===== config.mk =====
export PLATFORM = sky130hd
export DESIGN_NAME = morse_receiver
export DESIGN_NICKNAME = d
export VERILOG_FILES = /design/src/rtl/morse_receiver.sv
export SDC_FILE = /design/constraint.sdc
export NUM_CORES = 1
export LEC_CHECK = 0
export ABC_AREA = 1
export BUFFER_PORTS_ARGS = -buffer_cell sky130_fd_sc_hd__buf_4
export CAP_MARGIN = 20
export CORE_UTILIZATION = 33
export DETAILED_ROUTE_END_ITERATION = 7
export PLACE_DENSITY = 0.55
export SYNTH_ARGS = -nofsm -noshare
export SYNTH_HDL_FRONTEND = slang
export SYNTH_SLANG_ARGS = --single-unit

===== constraint.sdc =====
create_clock -name clock -period 1.89 [get_ports clock]
set_clock_uncertainty 0.05 [all_clocks]
set_input_delay 0.378 -clock clock [delete_from_list [all_inputs] [get_ports clock]]
set_output_delay 0.378 -clock clock [all_outputs]
set_load 0.1 [all_outputs]

===== src/rtl/morse_receiver.sv =====
// Morse receiver for letters A..H: synchronizes the keyed line, classifies marks
// as dots/dashes by length, and decodes the symbol sequence once the line stays quiet.
module morse_receiver #(
  parameter int UNIT_CYCLES = 25_000_000
) (
  input  logic       clock,
  input  logic       reset,
  input  logic       morse_in,
  output logic [2:0] letter,
  output logic       letter_valid,
  output logic       letter_error,
  output logic       busy,
  output logic [1:0] fsm_state
);

  localparam int CW = $clog2(UNIT_CYCLES);
  localparam logic [CW-1:0] CYC_LAST = CW'(UNIT_CYCLES - 1);

  typedef enum logic [1:0] {
    IDLE  = 2'd0,
    MARK  = 2'd1,
    GAP   = 2'd2,
    FLUSH = 2'd3
  } state_t;

  state_t        state;
  state_t        state_next;
  logic          sync1;
  logic          syn;
  logic [CW-1:0] cyc;
  logic [2:0]    units;
  logic [3:0]    sym;
  logic [2:0]    cnt;

  logic          unit_end;
  logic          mark_max;
  logic          gap_done;
  logic          clr;
  logic          do_append;
  logic          is_dash;
  logic          valid_set;
  logic          error_set;
  logic          dec_ok;
  logic [2:0]    dec_letter;

  // Elapsed time in the current state is units*UNIT_CYCLES + cyc.
  assign unit_end = (cyc == CYC_LAST);
  assign mark_max = (units == 3'd4) && unit_end;
  assign gap_done = (units == 3'd2) && unit_end;

  always_ff @(posedge clock or posedge reset) begin
    if (reset) begin
      sync1 <= 1'b0;
      syn   <= 1'b0;
    end else begin
      sync1 <= morse_in;
      syn   <= sync1;
    end
  end

  always_ff @(posedge clock or posedge reset) begin
    if (reset) state <= IDLE;
    else       state <= state_next;
  end

  always_comb begin
    state_next = state;
    case (state)
      IDLE:  if (syn) state_next = MARK;
      MARK: begin
        if (!syn)          state_next = (cnt == 3'd4) ? FLUSH : GAP;
        else if (mark_max) state_next = FLUSH;
      end
      GAP: begin
        if (syn)           state_next = MARK;
        else if (gap_done) state_next = IDLE;
      end
      FLUSH: if (!syn && gap_done) state_next = IDLE;
      default: state_next = IDLE;
    endcase
  end

  always_comb begin
    do_append  = (state == MARK) && !syn && (cnt != 3'd4);
    is_dash    = (units >= 3'd2);
    dec_ok     = 1'b1;
    dec_letter = 3'd0;
    // Pattern occupies sym[cnt-1:0] with the first symbol in the highest used bit.
    case ({cnt, sym})
      {3'd2, 4'b0001}: dec_letter = 3'd0;
      {3'd4, 4'b1000}: dec_letter = 3'd1;
      {3'd4, 4'b1010}: dec_letter = 3'd2;
      {3'd3, 4'b0100}: dec_letter = 3'd3;
      {3'd1, 4'b0000}: dec_letter = 3'd4;
      {3'd4, 4'b0010}: dec_letter = 3'd5;
      {3'd3, 4'b0110}: dec_letter = 3'd6;
      {3'd4, 4'b0000}: dec_letter = 3'd7;
      default:         dec_ok     = 1'b0;
    endcase
    valid_set = (state == GAP) && !syn && gap_done && dec_ok;
    error_set = ((state == GAP) && !syn && gap_done && !dec_ok) ||
                ((state == MARK) && ((!syn && cnt == 3'd4) || (syn && mark_max)));
    busy      = (state != IDLE);
    fsm_state = state;
  end

  // A mark during FLUSH restarts the quiet-time measurement.
  assign clr = (state_next != state) || ((state == FLUSH) && syn);

  always_ff @(posedge clock or posedge reset) begin
    if (reset) begin
      cyc   <= '0;
      units <= 3'd0;
    end else if (clr) begin
      cyc   <= '0;
      units <= 3'd0;
    end else if (unit_end) begin
      cyc   <= '0;
      if (units != 3'd7) units <= units + 3'd1;
    end else begin
      cyc <= cyc + CW'(1);
    end
  end

  always_ff @(posedge clock or posedge reset) begin
    if (reset) begin
      sym <= 4'd0;
      cnt <= 3'd0;
    end else if (state == IDLE) begin
      sym <= 4'd0;
      cnt <= 3'd0;
    end else if (do_append) begin
      sym <= {sym[2:0], is_dash};
      cnt <= cnt + 3'd1;
    end
  end

  always_ff @(posedge clock or posedge reset) begin
    if (reset) begin
      letter       <= 3'd0;
      letter_valid <= 1'b0;
      letter_error <= 1'b0;
    end else begin
      letter_valid <= valid_set;
      letter_error <= error_set;
      if (valid_set) letter <= dec_letter;
    end
  end

endmodule


==> impl_metrics.csv <==
group,metric,value,unit
run_status,status,"completed",
synthesis,synth_top_area_share,0.415,
sta,slew_headroom,0.711,
clocking,clock_sinks,44,
synthesis,ys_ff_latch,44,
sta,finalSetupViolations,0,
global_route,grt_overflow,0,
sta,layout_setup_ws,0.0787,ns
layout,nFillCells,814,
sta,fin_crit_sh,0.958,
detailed_routing,via_count,2366,
detailed_routing,dr.pass1.iters,4,
synthesis,synth_cell_types,30,
placement,port_buffers,10,
layout,multi_input_area,1420,um^2
detailed_routing,via_per_inst,4.84,
synthesis,netlist_area,2660,um^2
sta,drv_slew,0,
worst_setup_path,cp_max_fo,7,
synthesis,syn_avg_cell_area,7.50,um^2
clocking,cts_root_buf,"clkbuf_8",
global_route,met3_usage,0.0249,
clocking,clk_pin_slew,0.09,ns
sta,fin_tns_setup,0,ns
placement,hpwlAfterDp,4.53,mm
pwr,power,2.97,mW
pwr,power_density,934,nW/um^2
die,chipWidth,91.7,um
pwr,p_leak,1.48,nW
synthesis,synthCells,354,
clocking,cts_hold_buf,0,
detailed_routing,route.detailed.drc,0,
detailed_routing,post_drt_wl_per_cell,13.4,um
synthesis,synth_nets,367,
sta,worst_slew_pin_slew,0.433,ns
layout,n_antenna_cell,0,
synthesis,ys_warn_count,0,
clocking,cts_buffer_depth,2,
layout,drive_above_1_share,0.183,
die,io_pins,11,
global_route,global_route.usage.met2,0.255,
global_route,antenna_found_initial,0,
sta,fmax,0.552,GHz
placement,gp_congestion,0.841,
layout,seqCellArea,1110,um^2
pwr,peakVddDrop,826,uV
global_route,grt_max_degree,29,
layout,final_cell_mix,"nand2_1 (68), nor2_1 (60), inv_1 (48)",
global_route,grt_pass1_wl,10.7,mm
worst_setup_path,cp.required,1.46,ns
global_route,use_met1,0.221,
clocking,insertion_delay,0.30,ns
sta,hold_viol,0,
layout,nets,399,
global_route,busiest_layer,"met2",
placement,placed_area,2950,um^2
layout,final_area,3180,um^2
global_route,track_usage,0.160,
placement,pre_cts_ws,0.0129,ns
die,fp.dieH,91.7,um
die,core-area,7770,um^2
worst_setup_path,crit_slowest_cell,"dfrtp_4",
worst_setup_path,worstSetupStartpointType,"flip-flop",
sta,finalCriticalPeriod,1.81,ns
clocking,cts_max_level,2,
worst_setup_path,crit_path_end_kind,"output pin",
worst_setup_path,slowest_delay,0.53,ns
flow_run,maxCapViolations,0,
worst_setup_path,crit_type,"flip-flop to output pin",
die,die-area,8410,um^2
detailed_routing,antenna_left,0,
worst_setup_path,arrival,1.38,ns
clocking,cts_buffers,5,
min_path,hp-class,"input pin to asynchronous set/reset pin",
worst_setup_path,r2r_setup_slack,0.11,ns
layout,mostFrequentLayoutCell,"nand2_1",
worst_setup_path,path_cells,"nor2_2 -> clkinvlp_4 -> buf_4",
global_route,grt_pass1_vias,2267,
detailed_routing,drt_wl_total,6.57,mm
die,rows,32,
synthesis,yosys-top-cells-area,"dfrtp_1 (41%), nand2_1 (10%), nor2_1 (8.9%), inv_1 (7.2%), nand3_1 (7.2%)",
layout,syn_to_final_growth,19.7,%
synthesis,synth_top_cell_by_area,"dfrtp_1",
die,initial_core_util,0.342,
clocking,cts_tree,"built",
detailed_routing,drt_iter0_drc,191,
synthesis,ys_seq_area_frac,0.415,
kinds of logic after synthesis:
group                      count (synthesis)  synth area share
AOI/OAI and AO/OA                         21            0.0514
xor gates and xnor gates                  11            0.0363
adders and majority gates                 10            0.0471
buffers and inverters                     58            0.0881
DFF                                       44             0.415
and+or+nand+nor                          210             0.362
final cells by class:
type                    count  share of cell area
multi-input cells         255               0.447
flip-flops and latches     44               0.348
inverters                  55              0.0661
repair buffers             25              0.0630
well taps                 102              0.0401
clock buffers               5              0.0216
clock inverters             3              0.0134
synthesized netlist by cell type (all sizes together):
cell,n
inv,54
ha,10
clkinv,1
o21ai,4
a21o,1
nand3,41
o221ai,1
o22ai,5
a21oi,3
dfrtp,44
a31o,1
nand3b,3
xor2,9
nand2,75
nor3,12
buf,3
or2,3
nor2,66
o211ai,6
xnor2,2
nand4,10
routing by layer:
metal / up-vias / share of wire
li1: 1206 / -
met1: 1099 / 0.50
met2: 46 / 0.44
met3: 15 / 0.036
met4: 0 / 0.023
met5: - / 0
per-stage QoR:
step | std cells | util | hold slack, ns
floorplan | 354 | - | 0.281
global placement | 476 | 0.380 | 0.283
detailed placement | 476 | 0.380 | 0.287
CTS | 484 | 0.394 | 0.0165
global route | 489 | 0.409 | 0.0345
finish | 489 | 0.409 | 0.00675
flip-flops by register name, indices dropped and copies added, names as in the netlist:
register,flops
letter_error,1
cnt,3
syn,1
letter_valid,1
sym,4
fsm_state,2
units,3
letter,3
sync1,1
cyc,25
final timing paths:
kind                       cells past startpoint                    end                   start
setup / recovery                               3                   busy  fsm_state[1]$_DFF_PP0_
hold / removal                                 2  letter[1]$_DFFE_PP0P_                   reset
setup reg to reg                              10       cyc[2]$_DFF_PP0_        cyc[0]$_DFF_PP0_
hold reg to reg                                0          syn$_DFF_PP0_         sync1$_DFF_PP0_
max in group asynchronous                      3       cyc[4]$_DFF_PP0_                   reset
min in group clock                             1        sync1$_DFF_PP0_                morse_in
power by group:
group / internal, mW / leakage [nW] / switching, mW / total (mW)
Sequential: 1.03 / 0.598 / 0.0919 / 1.12
Clock: 0.392 / 0.0541 / 0.344 / 0.736
Combinational: 0.284 / 0.825 / 0.833 / 1.12
Total: 1.70 / 1.48 / 1.27 / 2.97
worst max-delay path, delay by kind of cell, from the launching register on:
kind / cells / cell delay [ns]
DFF: 1 / 0.53
buffers and inverters: 2 / 0.38
and+or+nand+nor: 1 / 0.16
what timing repair did:
item / 4_1_cts / 5_1_grt
setup buffers: 0 / 2
endpoints found under the setup margin: 0 / 39
resized for setup: 0 / 18
(Power assumes the default switching activity.)
